--- src/rtl/pwm_pkg.sv ---
// Shared constants and types for the multi-channel PWM block.
package pwm_pkg;

  localparam int unsigned ADDR_CTRL   = 0;
  localparam int unsigned ADDR_PERIOD = 1;
  localparam int unsigned ADDR_POL    = 2;
  localparam int unsigned ADDR_DUTY0  = 3;

  localparam int unsigned CTRL_EN   = 0;
  localparam int unsigned CTRL_MODE = 1;

  typedef enum logic {
    PWM_EDGE   = 1'b0,
    PWM_CENTER = 1'b1
  } pwm_mode_e;

endpackage

--- src/rtl/pwm_multi_if.sv ---
// Register write port of pwm_multi: bridge side is master, PWM block is slave.
interface pwm_multi_if #(
  parameter int unsigned W   = 16,
  parameter int unsigned NCH = 4
) ();

  localparam int unsigned AW = $clog2(NCH + 3);

  logic          wr_en;
  logic [AW-1:0] wr_addr;
  logic [W-1:0]  wr_data;

  modport master (output wr_en, wr_addr, wr_data);
  modport slave  (input  wr_en, wr_addr, wr_data);

endinterface

--- src/rtl/pwm_timebase.sv ---
// Shared PWM counter: edge (sawtooth) or center (triangle, endpoints held twice).
module pwm_timebase
  import pwm_pkg::*;
#(
  parameter int unsigned W = 16
) (
  input  logic           clk,
  input  logic           rst,
  input  logic           en,
  input  pwm_mode_e      mode_act,
  input  logic [W-1:0]   period_act,
  output logic [W-1:0]   cnt_next,
  output logic           boundary
);

  typedef enum logic {
    DIR_UP   = 1'b0,
    DIR_DOWN = 1'b1
  } dir_e;

  logic [W-1:0] cnt_q, cnt_d;
  dir_e         dir_q, dir_d;
  logic [W-1:0] last_cnt;
  logic         at_top;

  // A zero period is treated as a one-cycle period.
  assign last_cnt = (period_act == '0) ? '0 : period_act - W'(1);
  assign at_top   = (cnt_q >= last_cnt);

  always_comb begin
    cnt_d    = cnt_q;
    dir_d    = dir_q;
    boundary = 1'b0;
    if (!en) begin
      cnt_d = '0;
      dir_d = DIR_UP;
    end else if (mode_act == PWM_EDGE) begin
      if (at_top) begin
        boundary = 1'b1;
        cnt_d    = '0;
        dir_d    = DIR_UP;
      end else begin
        cnt_d = cnt_q + W'(1);
      end
    end else if (dir_q == DIR_UP) begin
      if (at_top) begin
        dir_d = DIR_DOWN;
      end else begin
        cnt_d = cnt_q + W'(1);
      end
    end else if (cnt_q == '0) begin
      boundary = 1'b1;
      dir_d    = DIR_UP;
    end else begin
      cnt_d = cnt_q - W'(1);
    end
  end

  assign cnt_next = cnt_d;

  always_ff @(posedge clk or posedge rst) begin
    if (rst) begin
      cnt_q <= '0;
      dir_q <= DIR_UP;
    end else begin
      cnt_q <= cnt_d;
      dir_q <= dir_d;
    end
  end

endmodule

--- src/rtl/pwm_multi.sv ---
// NCH-channel PWM on one shared timebase; shadowed settings go live at period boundaries.
module pwm_multi
  import pwm_pkg::*;
#(
  parameter int unsigned W   = 16,
  parameter int unsigned NCH = 4
) (
  input  logic              clk,
  input  logic              rst,
  pwm_multi_if.slave        wr,
  output logic [NCH-1:0]    pwm_out,
  output logic              period_end
);

  localparam int unsigned AW = $clog2(NCH + 3);

  logic           en_q, en_d;
  pwm_mode_e      mode_sh_q, mode_sh_d, mode_act_q, mode_act_d;
  logic [W-1:0]   per_sh_q, per_sh_d, per_act_q, per_act_d;
  logic [NCH-1:0] pol_sh_q, pol_sh_d, pol_act_q, pol_act_d;
  logic [NCH-1:0] pwm_d;
  logic           pe_d;
  logic           run;
  logic           boundary;
  logic [W-1:0]   cnt_next;

  always_comb begin
    en_d      = en_q;
    mode_sh_d = mode_sh_q;
    per_sh_d  = per_sh_q;
    pol_sh_d  = pol_sh_q;
    if (wr.wr_en) begin
      case (wr.wr_addr)
        AW'(ADDR_CTRL): begin
          en_d      = wr.wr_data[CTRL_EN];
          mode_sh_d = pwm_mode_e'(wr.wr_data[CTRL_MODE]);
        end
        AW'(ADDR_PERIOD): per_sh_d = wr.wr_data;
        AW'(ADDR_POL):    pol_sh_d = wr.wr_data[NCH-1:0];
        default: ;
      endcase
    end
  end

  // Running only when enabled both before and after this edge; the enabling
  // and disabling edges park the counter at zero.
  assign run = en_q & en_d;

  // While not running, active follows shadow including this edge's write;
  // at a boundary it takes the pre-write shadow so late writes wait a period.
  always_comb begin
    mode_act_d = mode_act_q;
    per_act_d  = per_act_q;
    pol_act_d  = pol_act_q;
    if (!run) begin
      mode_act_d = mode_sh_d;
      per_act_d  = per_sh_d;
      pol_act_d  = pol_sh_d;
    end else if (boundary) begin
      mode_act_d = mode_sh_q;
      per_act_d  = per_sh_q;
      pol_act_d  = pol_sh_q;
    end
  end

  pwm_timebase #(.W(W)) u_timebase (
    .clk        (clk),
    .rst        (rst),
    .en         (run),
    .mode_act   (mode_act_q),
    .period_act (per_act_q),
    .cnt_next   (cnt_next),
    .boundary   (boundary)
  );

  assign pe_d = en_d & (~en_q | boundary);

  for (genvar i = 0; i < NCH; i++) begin : g_ch
    logic [W-1:0] duty_sh_q, duty_sh_d, duty_act_q, duty_act_d;

    assign duty_sh_d  = (wr.wr_en && wr.wr_addr == AW'(ADDR_DUTY0 + i)) ? wr.wr_data : duty_sh_q;
    assign duty_act_d = !run ? duty_sh_d : (boundary ? duty_sh_q : duty_act_q);
    assign pwm_d[i]   = en_d ? ((cnt_next < duty_act_d) ^ pol_act_d[i]) : pol_sh_d[i];

    always_ff @(posedge clk or posedge rst) begin
      if (rst) begin
        duty_sh_q  <= '0;
        duty_act_q <= '0;
      end else begin
        duty_sh_q  <= duty_sh_d;
        duty_act_q <= duty_act_d;
      end
    end
  end

  always_ff @(posedge clk or posedge rst) begin
    if (rst) begin
      en_q       <= 1'b0;
      mode_sh_q  <= PWM_EDGE;
      mode_act_q <= PWM_EDGE;
      per_sh_q   <= '0;
      per_act_q  <= '0;
      pol_sh_q   <= '0;
      pol_act_q  <= '0;
      pwm_out    <= '0;
      period_end <= 1'b0;
    end else begin
      en_q       <= en_d;
      mode_sh_q  <= mode_sh_d;
      mode_act_q <= mode_act_d;
      per_sh_q   <= per_sh_d;
      per_act_q  <= per_act_d;
      pol_sh_q   <= pol_sh_d;
      pol_act_q  <= pol_act_d;
      pwm_out    <= pwm_d;
      period_end <= pe_d;
    end
  end

endmodule

--- src/flat_wrapper.sv ---
// flat-port wrapper written by rule: the top's interface ports become plain ports
module pwm_multi_flat import pwm_pkg::*;
#(
  parameter int unsigned W   = 16,
  parameter int unsigned NCH = 4
)
  (clk, rst, pwm_out, period_end, wr_wr_en, wr_wr_addr, wr_wr_data);
  pwm_multi_if #(.W(W), .NCH(NCH)) wr_i ();
  input  logic clk;
  input  logic rst;
  output logic [NCH-1:0] pwm_out;
  output logic period_end;
  input wire logic [$bits(wr_i.wr_en)-1:0] wr_wr_en;
  input wire logic [$bits(wr_i.wr_addr)-1:0] wr_wr_addr;
  input wire logic [$bits(wr_i.wr_data)-1:0] wr_wr_data;
  assign wr_i.wr_en = wr_wr_en;
  assign wr_i.wr_addr = wr_wr_addr;
  assign wr_i.wr_data = wr_wr_data;
  pwm_multi #(.W(W), .NCH(NCH)) u_core (.clk(clk), .rst(rst), .wr(wr_i), .pwm_out(pwm_out), .period_end(period_end));
endmodule
--- config.mk ---
export PLATFORM = sky130hd
export DESIGN_NAME = pwm_multi_flat
export DESIGN_NICKNAME = d
export VERILOG_FILES = /design/src/rtl/pwm_pkg.sv /design/src/rtl/pwm_multi_if.sv /design/src/rtl/pwm_timebase.sv /design/src/rtl/pwm_multi.sv /design/src/flat_wrapper.sv
export SDC_FILE = /design/constraint.sdc
export NUM_CORES = 1
export LEC_CHECK = 0
export CORE_MARGIN = 2
export CORE_UTILIZATION = 30
export DETAILED_ROUTE_END_ITERATION = 6
export GPL_ROUTABILITY_DRIVEN = 0
export PLACE_DENSITY = 0.49
export SLEW_MARGIN = 20
export SYNTH_ARGS = -nofsm -noshare
export SYNTH_HDL_FRONTEND = slang
export SYNTH_SLANG_ARGS = --single-unit
--- constraint.sdc ---
create_clock -name clk -period 14.08 [get_ports clk]
set_clock_uncertainty 0.1 [all_clocks]
set_input_delay 2.112 -clock clk [delete_from_list [all_inputs] [get_ports clk]]
set_output_delay 2.112 -clock clk [all_outputs]
set_load 0.01 [all_outputs]
==> reports/results.ini <==
[outcome]
status = finished clean

[synth]
synth-warning-count = 0
ys_ff_latch = 193
synthesis.nets = 1161
synth_top_area_share_pct = 44.5
syn_area_um2 = 10900
synth.most_common_cell = dfrtp_1
synth_top_area_cell = dfrtp_1
synth_edf_count = 0
synth-seq-area-share_pct = 44.5
netlist_top_cells_area = dfrtp_1 44%, ha_1 9.3%, mux2_2 8.8%
synth_common_cells = 193 x dfrtp_1, 93 x nand2_1, 85 x mux2_2
ys_types = 63
netlist_instances = 1058
synth-main-ff-cell = dfrtp_1
synthArstFlopShare_pct = 100
avgSynthCellArea_um2 = 10.3

[global_routing]
grt_first_pass_wirelength_mm = 50.0
grt_antenna_before_repair = 1
overflow = 0
grt_max_degree = 128
grt_pass1_vias = 8163
track_usage_pct = 17.3

[power]
vdd_drop_max_mv = 0.0862
leakagePower_nw = 5.63
total_power_mw = 1.91
power_density_nw_per_um2 = 157

[routing]
met2_length_mm = 14.0
drt_iter0_drc = 598
wl_per_cell_um = 20.7
drc = 0
routed_wirelength_mm = 31.8
ant_nets = 0
vias = 8233
met1_length_mm = 15.6
top_layer = met5
vias_per_cell = 5.36
wl_met3_mm = 1.23
dr.pass1.iters = 5

[sta]
finalCritPeriodShare_pct = 60.7
worst_pin_slew_ps = 981
setup_viol = 0
setup_ws_ps = 5540
max_freq_mhz = 117
max-slew-margin-rel_pct = 34.2
drv_slew = 0
hold_viol = 0
setup_tns_ps = 0
min_period_ps = 8540
rsz0062_at_grt = no

[floorplanning]
ios = 27
core_um2 = 35600
die_h_um = 194
die_x_um = 194
rows = 69
die-area_um2 = 37700
start_util_pct = 30.5

[min_path]
hold_class = flop to flop

[clocking]
cts-root-buf = clkbuf_16
clock-sinks = 193
cts_setup_buffers = 0
clk_pin_slew_ps = 70
postCtsResizedCells = 0
numCtsBuffers = 17
h-tree-depth = 4
cts_buffer_depth = 2
clk_latency_ps = 450
cts_tree = yes
cts-hold-fix-buffers = 0

[place]
hpwl_mm = 21.4
dp_worst_setup_slack_ps = 5620
port_buffers = 26

[setup_path]
cp_cell_sequence = or4_1 > nor4_1 > nand4b_1 > and2_1 > ha_1 > nand2b_1 > a2111o_1 > a311oi_2 > nand2_1 > inv_1 > nand2_1 > a21o_1 > a211oi_1 > ha_1 > and4_1 > a221oi_1 > o21ai_0 > nor4_1 > or4b_1 > o41ai_2 > xnor2_1 > mux2_2
cpMaxStageDelayCell = a211oi_1
crit_required_ps = 14310
path_max_fanout = 22
critical_path.top_delay_family = simple AND/OR/NAND/NOR gates
arrival_ps = 8770
cp-end-kind = flop
worstSetupPathType = flop to flop
path_buf_inv = 1
crit_path_start_kind = flop
cpPeakStageDelay_ps = 680

[job]
maxCapViolCount = 0

[cells_and_area]
multiInputGateArea_um2 = 5530
area_growth_pct = 12.3
layout-drive-gt1-share_pct = 13.3
n_antenna_cell = 0
postLayoutCoreUtil_pct = 34.3
layout.nets = 1165
n_fill_cell = 3626
seq_area_um2 = 4830

## power breakdown
group / total, mW / internal, mW / leakage [nW] / switching [mW]
sequential: 0.786 / 0.704 / 2.37 / 0.0818
clock: 0.488 / 0.262 / 0.273 / 0.227
combinational: 0.634 / 0.262 / 2.98 / 0.372
total: 1.91 / 1.23 / 5.63 / 0.681
## per-stage QoR
step	instance area (µm²)	hold slack (ps)	instances
2_1_floorplan	10900	359	1058
3_3_place_gp	11600	372	1504
3_5_place_dp	11600	384	1504
4_1_cts	12200	402	1536
5_1_grt	12200	415	1536
6_report	12200	400	1536
## metal layers
layer | global-route usage [%] | vias up
met5 | 0 | -
met4 | 6.71 | 2
met3 | 2.96 | 42
met2 | 25.7 | 181
met1 | 24.9 | 4145
li1 | - | 3863
## state kept, by name, summed over array words and instances, names as in the netlist
name                     count
u_core.pol_sh_q              4
u_core.mode_sh_q             1
u_core.g_ch.duty_act_q      64
u_core.u_timebase.dir_q      1
u_core.pol_act_q             4
u_core.u_timebase.cnt_q     16
u_core.en_q                  1
u_core.mode_act_q            1
u_core.g_ch.duty_sh_q       64
u_core.period_end            1
u_core.per_sh_q             16
u_core.pwm_out               4
u_core.per_act_q            16
## cell type report
cell class,instances,share of cell area (%)
multi-input cells,729,45.4
inverters,81,2.56
clock buffers,19,3.55
clock inverters,13,1.13
repair buffers,40,3.00
well taps,461,4.73
flip-flops and latches,193,39.6
## kinds of logic (layout without fill, tap and decap cells)
group | after synthesis | after routing | synth area share [%]
and+or+nand+nor | 307 | 307 | 15.0
AOI/OAI and AO/OA | 228 | 228 | 15.1
DFF | 193 | 193 | 44.5
buffers and inverters | 136 | 153 | 4.92
muxes | 90 | 90 | 9.28
adders and majority gates | 81 | 81 | 9.34
xor gates and xnor gates | 23 | 23 | 1.86
## worst paths after layout
path	cells past startpoint	from	slack, ps	end
max	22	u_core.per_act_q[9]	5540	u_core.pwm_out[3]
min	2	u_core.g_ch[3].duty_act_q[3]	400	u_core.g_ch[3].duty_act_q[3]
max reg2reg	22	u_core.per_act_q[9]	5540	u_core.pwm_out[3]
min reg2reg	2	u_core.g_ch[3].duty_act_q[3]	400	u_core.g_ch[3].duty_act_q[3]
max in group asynchronous	3	rst	10280	u_core.u_timebase.cnt_q[1]
min in group asynchronous	2	rst	2130	u_core.g_ch[1].duty_sh_q[9]
## layout by cell type (no fill, tap or decap), types with 10 or more instances in the layout
master / synthesis / routed
a211oi_1: 10 / 10
a21o_1: 12 / 12
a21oi_1: 37 / 36
a221oi_1: 62 / 62
a22oi_1: 19 / 19
and2_1: 66 / 66
buf_4: 0 / 14
clkbuf_16: 0 / 17
clkdlybuf4s50_1: 0 / 26
dfrtp_1: 193 / 193
ha_1: 81 / 81
inv_1: 81 / 80
mux2_2: 85 / 85
nand2_1: 93 / 93
nand3_1: 17 / 17
nand4_1: 15 / 15
nor2_1: 34 / 33
nor3_1: 25 / 24
o21ai_0: 40 / 39
xor2_1: 14 / 14
## worst min-delay path: stages, from the launching register on
cell      delay (ps)
dfrtp_1          330
a221oi_1         100
inv_1             50
Note: power is estimated with default switching activity, not from simulation.
